--- src/rtl/memory_bist_pkg.sv ---
// Shared types and constants for the memory BIST controller.
// LFSR polynomial and step function live here so both users agree on them.
package memory_bist_pkg;

    typedef enum logic [2:0] {
        ST_IDLE,
        ST_CLEAR,
        ST_FILL,
        ST_RD_WORD,
        ST_RD_BYTE,
        ST_RD_BIT,
        ST_DONE
    } state_e;

    localparam logic [1:0] OP_WORD = 2'd0;
    localparam logic [1:0] OP_BIT  = 2'd1;
    localparam logic [1:0] OP_BYTE = 2'd2;

    localparam logic [1:0] PH_WORD = 2'd0;
    localparam logic [1:0] PH_BYTE = 2'd1;
    localparam logic [1:0] PH_BIT  = 2'd2;

    localparam logic [31:0] LFSR_POLY    = 32'h80200003;
    localparam logic [31:0] DEFAULT_SEED = 32'h1;

    function automatic logic [31:0] lfsr_next(input logic [31:0] s);
        return (s >> 1) ^ (s[0] ? LFSR_POLY : 32'h0);
    endfunction

endpackage

--- src/rtl/bist_lfsr32.sv ---
// 32-bit Galois LFSR pattern generator with load and step controls.
// Load has priority over step.
module bist_lfsr32
    import memory_bist_pkg::*;
(
    input  logic        clk,
    input  logic        rst_ni,
    input  logic        load_i,
    input  logic [31:0] seed_i,
    input  logic        step_i,
    output logic [31:0] state_o
);

    logic [31:0] state_q, state_d;

    always_comb begin
        state_d = state_q;
        if (load_i) begin
            state_d = seed_i;
        end else if (step_i) begin
            state_d = lfsr_next(state_q);
        end
    end

    always_ff @(posedge clk) begin
        if (!rst_ni) begin
            state_q <= '0;
        end else begin
            state_q <= state_d;
        end
    end

    assign state_o = state_q;

endmodule

--- src/rtl/memory_bist_ctrl.sv ---
// BIST initiator: clear, LFSR fill, then word/byte/bit readback checks.
// Owns the memory port while busy; system side sees start/done only.
module memory_bist_ctrl
    import memory_bist_pkg::*;
#(
    parameter int RD_LAT = 2,
    parameter int DEPTH  = 256
) (
    input  logic        clk,
    input  logic        reset,
    input  logic        start,
    input  logic        abort,
    input  logic [31:0] seed,
    output logic        busy,
    output logic        done,
    output logic        pass,
    output logic [9:0]  err_count,
    output logic [7:0]  first_fail_addr,
    output logic [1:0]  first_fail_phase,
    output logic        WrEn,
    output logic        RdEn,
    output logic [1:0]  RdEn_Opcode,
    output logic [7:0]  Addr,
    output logic [4:0]  BitAddr,
    output logic [1:0]  ByteAddr,
    output logic [31:0] WrBus,
    input  logic [31:0] RdBus
);

    localparam logic [7:0] LAST_ADDR = 8'(DEPTH - 1);
    localparam logic [1:0] LAST_LAT  = 2'(RD_LAT - 1);

    state_e      state_q, state_d;
    logic [7:0]  addr_q, addr_d;
    logic [1:0]  lat_q, lat_d;
    logic [31:0] seed_q, seed_d;
    logic [9:0]  err_q, err_d;
    logic [7:0]  ffa_q, ffa_d;
    logic [1:0]  ffp_q, ffp_d;
    logic        pass_q, pass_d;

    logic [31:0] exp_w, seed_fix, lfsr_seed;
    logic [1:0]  phase;
    logic        idle, accept, kill, is_wr, is_rd;
    logic        rd_last, adv, wrap, mism, lfsr_load, lfsr_step;

    assign seed_fix = (seed == 32'h0) ? DEFAULT_SEED : seed;
    assign idle     = (state_q == ST_IDLE) || (state_q == ST_DONE);
    assign accept   = idle && start && !abort;
    assign kill     = !idle && abort;
    assign is_wr    = state_q inside {ST_CLEAR, ST_FILL};
    assign is_rd    = state_q inside {ST_RD_WORD, ST_RD_BYTE, ST_RD_BIT};
    assign rd_last  = is_rd && (lat_q == LAST_LAT);
    assign adv      = !abort && (is_wr || rd_last);
    assign wrap     = adv && (addr_q == LAST_ADDR);

    // Every phase after FILL replays the same sequence from the seed
    assign lfsr_load = accept ||
        (wrap && (state_q inside {ST_FILL, ST_RD_WORD, ST_RD_BYTE}));
    assign lfsr_seed = accept ? seed_fix : seed_q;
    assign lfsr_step = adv && (state_q != ST_CLEAR);

    bist_lfsr32 u_lfsr (
        .clk     (clk),
        .rst_ni  (reset),
        .load_i  (lfsr_load),
        .seed_i  (lfsr_seed),
        .step_i  (lfsr_step),
        .state_o (exp_w)
    );

    always_ff @(posedge clk) begin
        if (!reset) begin
            state_q <= ST_IDLE;
        end else begin
            state_q <= state_d;
        end
    end

    always_comb begin
        state_d = state_q;
        if (accept) begin
            state_d = ST_CLEAR;
        end else if (kill) begin
            state_d = ST_IDLE;
        end else if (wrap) begin
            unique case (state_q)
                ST_CLEAR:   state_d = ST_FILL;
                ST_FILL:    state_d = ST_RD_WORD;
                ST_RD_WORD: state_d = ST_RD_BYTE;
                ST_RD_BYTE: state_d = ST_RD_BIT;
                ST_RD_BIT:  state_d = ST_DONE;
                default:    state_d = state_q;
            endcase
        end
    end

    always_comb begin
        busy        = !idle;
        done        = (state_q == ST_DONE);
        WrEn        = is_wr;
        RdEn        = is_rd;
        Addr        = addr_q;
        WrBus       = (state_q == ST_FILL) ? exp_w : 32'h0;
        RdEn_Opcode = OP_WORD;
        BitAddr     = 5'd0;
        ByteAddr    = 2'd0;
        unique case (state_q)
            ST_RD_BYTE: begin
                RdEn_Opcode = OP_BYTE;
                ByteAddr    = addr_q[1:0];
            end
            ST_RD_BIT: begin
                RdEn_Opcode = OP_BIT;
                BitAddr     = addr_q[4:0];
            end
            default: ;
        endcase
    end

    always_comb begin
        mism  = 1'b0;
        phase = PH_WORD;
        unique case (state_q)
            ST_RD_WORD: mism = (RdBus != exp_w);
            ST_RD_BYTE: begin
                phase = PH_BYTE;
                mism  = (RdBus[7:0] != exp_w[{addr_q[1:0], 3'b000} +: 8]);
            end
            ST_RD_BIT: begin
                phase = PH_BIT;
                mism  = (RdBus[0] != exp_w[addr_q[4:0]]);
            end
            default: ;
        endcase
    end

    always_comb begin
        addr_d = addr_q;
        lat_d  = lat_q;
        seed_d = seed_q;
        err_d  = err_q;
        ffa_d  = ffa_q;
        ffp_d  = ffp_q;
        pass_d = pass_q;
        if (accept) begin
            addr_d = 8'd0;
            lat_d  = 2'd0;
            seed_d = seed_fix;
            err_d  = 10'd0;
            ffa_d  = 8'd0;
            ffp_d  = 2'd0;
            pass_d = 1'b0;
        end else if (kill) begin
            addr_d = 8'd0;
            lat_d  = 2'd0;
        end else begin
            if (is_rd) begin
                lat_d = rd_last ? 2'd0 : lat_q + 2'd1;
            end
            if (adv) begin
                addr_d = wrap ? 8'd0 : addr_q + 8'd1;
            end
            if (rd_last && mism) begin
                err_d = err_q + 10'd1;
                if (err_q == 10'd0) begin
                    ffa_d = addr_q;
                    ffp_d = phase;
                end
            end
            if (wrap && (state_q == ST_RD_BIT)) begin
                pass_d = (err_d == 10'd0);
            end
        end
    end

    always_ff @(posedge clk) begin
        if (!reset) begin
            addr_q <= 8'd0;
            lat_q  <= 2'd0;
            seed_q <= 32'h0;
            err_q  <= 10'd0;
            ffa_q  <= 8'd0;
            ffp_q  <= 2'd0;
            pass_q <= 1'b0;
        end else begin
            addr_q <= addr_d;
            lat_q  <= lat_d;
            seed_q <= seed_d;
            err_q  <= err_d;
            ffa_q  <= ffa_d;
            ffp_q  <= ffp_d;
            pass_q <= pass_d;
        end
    end

    assign pass             = pass_q;
    assign err_count        = err_q;
    assign first_fail_addr  = ffa_q;
    assign first_fail_phase = ffp_q;

endmodule

--- config.mk ---
export PLATFORM = sky130hd
export DESIGN_NAME = memory_bist_ctrl
export DESIGN_NICKNAME = d
export VERILOG_FILES = /design/src/rtl/memory_bist_pkg.sv /design/src/rtl/bist_lfsr32.sv /design/src/rtl/memory_bist_ctrl.sv
export SDC_FILE = /design/constraint.sdc
export NUM_CORES = 1
export LEC_CHECK = 0
export CAP_MARGIN = 10
export CORE_MARGIN = 2
export CORE_UTILIZATION = 50
export DETAILED_ROUTE_END_ITERATION = 8
export DONT_BUFFER_PORTS = 1
export PLACE_DENSITY = 0.76
export SETUP_SLACK_MARGIN = 0.02
export SLEW_MARGIN = 20
export SYNTH_ARGS = -nofsm -noshare
export SYNTH_HDL_FRONTEND = slang
export SYNTH_SLANG_ARGS = --single-unit
export TNS_END_PERCENT = 30
--- constraint.sdc ---
create_clock -name clk -period 3.73 [get_ports clk]
set_input_delay 0.1865 -clock clk [delete_from_list [all_inputs] [get_ports clk]]
set_output_delay 0.1865 -clock clk [all_outputs]
set_load 0.01 [all_outputs]
Word-level counts from Yosys, hierarchy flattened:

Cells that the tools add are included.

* register bits: 98
* logic and storage cells: 84

* add/sub/neg operators: 3
* $lt $le $gt $ge: 1
* equality and inequality tests: 12
* shifts and indexed selects: 1
* multiplexer cells: 22
* bitwise gates (word level): 3
* reduce and logical (&&, ||, !) cells: 32

Operators with widths (number)
* 32-bit 2-to-1 mux: 6
* 32-bit logical NOT: 1
* 32-bit != test: 1
* 32-bit by 6-bit variable part select with 8-bit output: 1
* 31-bit by 32-bit XOR with 32-bit output: 1
* 10-bit 2-to-1 mux: 3
* 10-bit logical NOT: 2
* 3-bit one-hot mux with 5 select lines: 1
* 10-bit by 1-bit adder with 10-bit output, second input constant: 1
* 1-bit logical AND: 10
* 3-bit == test, second input constant: 3
* 3-bit nonzero test: 3
* 8-bit by 1-bit adder with 8-bit output, second input constant: 1
* 8-bit == test, second input constant: 1
* 8-bit 2-to-1 mux: 1
* 8-bit != test: 1
* 2-bit one-hot mux with 2 select lines: 2
* 7-bit nonzero test: 1
* 3-bit by 2-bit == test with 1-bit output, second input constant: 2
* 5-bit by 6-bit < comparator with 1-bit output, second input constant: 1
* 2-bit AND reduction: 3
* 1-bit binary-select mux with 5-bit select: 1
* 5-bit 2-to-1 mux: 1
* 5-bit nonzero test: 1
* other kinds (16): 25

Depth between registers and ports, before layout:

* depth after elaboration: 9
* depth in mapped cells: 12
* gate-level depth less buffers: 11

Hierarchy:

Synthesis repeated with hierarchy kept, for this count alone.

* cell total of the unflattened synthesis: 658
* area total of the unflattened synthesis: 6058.3 um^2

Modules (own cells, without submodules)
* memory_bist_ctrl: instances 1, cells an instance 511, area an instance 4468.0 um^2
* bist_lfsr32: instances 1, cells an instance 147, area an instance 1590.3 um^2

Worst setup path after synthesis:

No wires, ideal clock.

* path type: reg-to-reg
* start: register addr_q[3] (netlist: Addr[3])
* end: register ffa_q[1] (netlist: first_fail_addr[1])
* setup time: 0.128 ns
* arrival time: 2.877 ns
* required time: 3.602 ns
* setup slack: 0.725 ns
* stages on the path, launching flop included: 11
* buffers on the path: 1
* clock period less this slack: 3.005 ns
* cell sequence: dfxtp_1 buf_6 mux4_2 mux4_2 xor2_1 a211oi_1 a31oi_1 nand3_2 nor2_4 mux2i_1 nor2_1

* longest elaborated chain between the ends: 6

RTL lines
* start, declared: line memory_bist_ctrl.sv:34 `logic [7:0] addr_q, addr_d;`
* start signal, assigned: line memory_bist_ctrl.sv:187 `addr_q <= addr_d;`
* 1-bit binary-select mux with 5-bit select: line memory_bist_ctrl.sv:132 `mism = (RdBus[0] != exp_w[addr_q[4:0]]);`
* 1-bit 2-to-1 mux (implied by the code): line memory_bist_ctrl.sv:132
* 1-bit != test: line memory_bist_ctrl.sv:132
* 1-bit one-hot mux with 3 select lines: line memory_bist_ctrl.sv:124 `unique case (state_q)`
* 1-bit logical AND: line memory_bist_ctrl.sv:164 `if (rd_last && mism) begin`
* 3-bit AND reduction (no source line)
* end signal, assigned: line memory_bist_ctrl.sv:183 `ffa_q <= 8'd0;`
* end signal, assigned: line memory_bist_ctrl.sv:191 `ffa_q <= ffa_d;`
* end, declared: line memory_bist_ctrl.sv:38 `logic [7:0] ffa_q, ffa_d;`

Every way passes these cells. The select of a mux whose other input is x is not followed.
A chain may end at the register's enable or synchronous reset.

Worst setup path after layout:

* start: register addr_q[3] (netlist: Addr[3])
* end: register ffa_q[5] (netlist: first_fail_addr[5])

Same word-level chain as after synthesis.

==> run metrics <==
run status=finished clean; RSZ-0062 raised after global routing=no; All-Layer GR Usage=~26%; Port-buffer cells=0; DRT Pass-1 Iters=5; final setup violation count=0; crit path max fanout=10; die height=111.5 um; PwrDens=389.6 nW/um2; via/cell ratio=slightly above 6; final setup TNS=0 ns; Post-DP HPWL=approximately 12000 um; largest net degree at the start of global routing=66; synth top area cells=dfxtp_1 34%, xnor2_1 8.2%, mux2i_1 7.5%; FF-to-FF setup slack=a little over 0.5 ns; final period utilization=86.10%; Fin. Hold Viols=0; initial core utilization=between 50% and 60%; CORE AREA=approximately 11000 um2; Post-CTS Setup Inserts=0; Routed Antenna Nets=0; H-tree depth=3; initial antenna violation count=0; layout net count=734; Post-Syn Nets=754; I/O pins=about 140; max_slew headroom=about 42%; DRT iter0 DRCs=roughly 470; clock transition at the registers of the reported paths=~0.080 ns; max-capacitance violation count=0; Crit Reg-Reg Startpoint=Addr[3]; Final Slew Violations=0; final worst slack=between 0.5 and 0.6 ns; LEAKAGE=2.272 nW; num rows=39; CTS sink count=98; CTS Buffer Depth=2; ys flop type=dfxtp_1; Worst Hold Class=in2reg; WP data required=just under 4 ns; crit end category=register; final WL=around 16000 um; RR Endpoint=first_fail_addr[5]; crit path time final=3.212 ns; min-delay src=seed[10]; register area share after synthesis=approximately a third; number of synthesized flops with an enable pin=0; Skew-Pair Late Insertion Delay=between 0.3 and 0.4 ns; CP Class=reg2reg; Root Driver=clkbuf_16; Slew @ Worst Pin=about 0.87 ns; Gate Count Post-Synth=680; VDD IR max=approximately 0.37 mV; Synth Warn #=0; total gr overflow=0; die area=about 12000 um2; fraction of layout cells with a size suffix above 1=under 10%; area delta synth->final=7.174%; Yosys top cell by area=dfxtp_1; DRC Markers=0; Worst Setup SP=Addr[3]; fmax=311.4 MHz; FILL cells=a little over 1k; Netlist Area Pre-Place=approximately 5800 um2; first-pass GRT wire length=between 20000 and 30000 um; CP Launch Type=register; CP endpoint=first_fail_addr[5]; CTS tree=built; CTS Buf Count=9; critical path arrival=~3.4 ns; DR vias=about 5.0k; Clock Skews=roughly 0.012 ns; syn_area_per_cell=~8.5 um2; vias in the first global route=about 4.8k; fraction of registers with async set/reset=0%; Setup WS pre-CTS=0.5235 ns; reg2reg path depth=9; Layout Utilization=between 50% and 60%; Die Width=roughly 110 um; Synth top area share=approximately a third; gp weighted congestion=1.019; #FFs+latches synth=98; count of cell types in the netlist=58; DR WL/cell=about 20 um; ant diodes=0
==> logic make-up after synthesis <==
| family | count (synthesis) | synth area share, % |
|---|---|---|
| simple gates | 361 | 31.97 |
| compound gates | 41 | 4.920 |
| flops | 98 | 33.98 |
| fa+ha+maj | 6 | 1.300 |
| xor+xnor | 63 | 9.558 |
| mux | 60 | 14.28 |
| buf+inv | 51 | 3.988 |
==> metal layers <==
layer	up-vias	GRT usage (%)	share of wire, %
met4	0	12.02	4.0
met2	279	41.02	47
met3	53	8.710	8.9
met5	-	0	0
met1	2366	31.66	40
li1	2296	-	-
==> how the worst min path moves through the flow <==
| stage | endpoint | slack [ns] | cells after the start |
|---|---|---|---|
| finish | seed_q[10] | 0.02 | 2 |
| global route | seed_q[17] | 0.03 | 2 |
| CTS | seed_q[20] | 0.02 | 2 |
| detailed placement | state_q[0] | 0.32 | 1 |
| global placement | state_q[0] | 0.31 | 1 |
| floorplan | seed_q[10] | 0.38 | 2 |
==> registers in the layout, summed over array words and instances, names as in the netlist <==
name / count
err_count: 10
Addr: 8
seed_q: 32
u_lfsr.state_o: 32
first_fail_phase: 2
first_fail_addr: 8
state_q: 3
pass: 1
lat_q: 2
==> cell usage in the layout (no fill, tap or decap), types with 10 or more instances in the layout <==
cell type / instances
nor4_1: 12
and3_1: 35
nand2_1: 110
nor2b_1: 36
mux2i_1: 43
dfxtp_1: 98
xnor2_1: 54
and2_1: 41
nand4_1: 15
mux4_2: 14
a21oi_1: 11
nand3_1: 42
buf_4: 10
nor2_1: 40
==> synth_stat cells, drive strengths merged (2+ instances only) <==
cell type,n
mux4,17
nor2,41
or2,3
ha,6
a22oi,2
a211oi,4
and2,43
o211ai,2
dfxtp,98
nor2b,36
a21oi,11
or3,4
o21ai,7
xor2,9
a31oi,2
clkbuf,31
xnor2,54
and3,36
inv,9
nand2b,3
nor3,8
nand2,110
nand3,43
nor4,12
buf,11
nand4,15
mux2i,43
and4,2
==> worst max-delay path: stages, from the launching register on <==
cell and delay, ns:
dfxtp_1 0.46, mux4_1 0.59, mux4_2 0.47, xor2_1 0.14
a211oi_1 0.09, a31oi_1 0.31, nand3_2 0.26, nor2_4 0.40
mux2i_1 0.28, nor2_1 0.06
==> cell type report <==
class                      instances  area (um2)  area share (%)
multi-input combinational        531        3595           58.10
tap                              143       178.9           2.892
sequential                        98        1962           31.71
clock inverter                     7       97.59           1.577
clock buffer                       9       225.2           3.640
timing repair buffer              11       95.09           1.537
inverter                           9       33.78          0.5460
==> power by group <==
group	internal, mW	switching, mW
logic	0.127	0.127
clock network	0.539	0.468
registers	1.09	0.0603
total	1.75	0.656
==> repair_timing <==
item                                   4_1_cts  5_1_grt
setup endpoints to repair                    0        0
hold buffers                                 1        0
endpoints found under the hold margin       65        0
resized for setup                            0        0
==> stage by stage <==
stage / instance area (um2) / power, mW / hold slack [ns] / cells
final: 6187 / 2.410 / 0.01845 / 808
after global routing: 6187 / 2.491 / 0.03415 / 808
after CTS: 6187 / 2.414 / 0.01559 / 808
after detailed placement: 5844 / 1.411 / 0.3161 / 791
after global placement: 5844 / 1.403 / 0.3131 / 791
after floorplan: 5773 / 1.356 / 0.3759 / 680
Power figures use the tool's default switching activity.
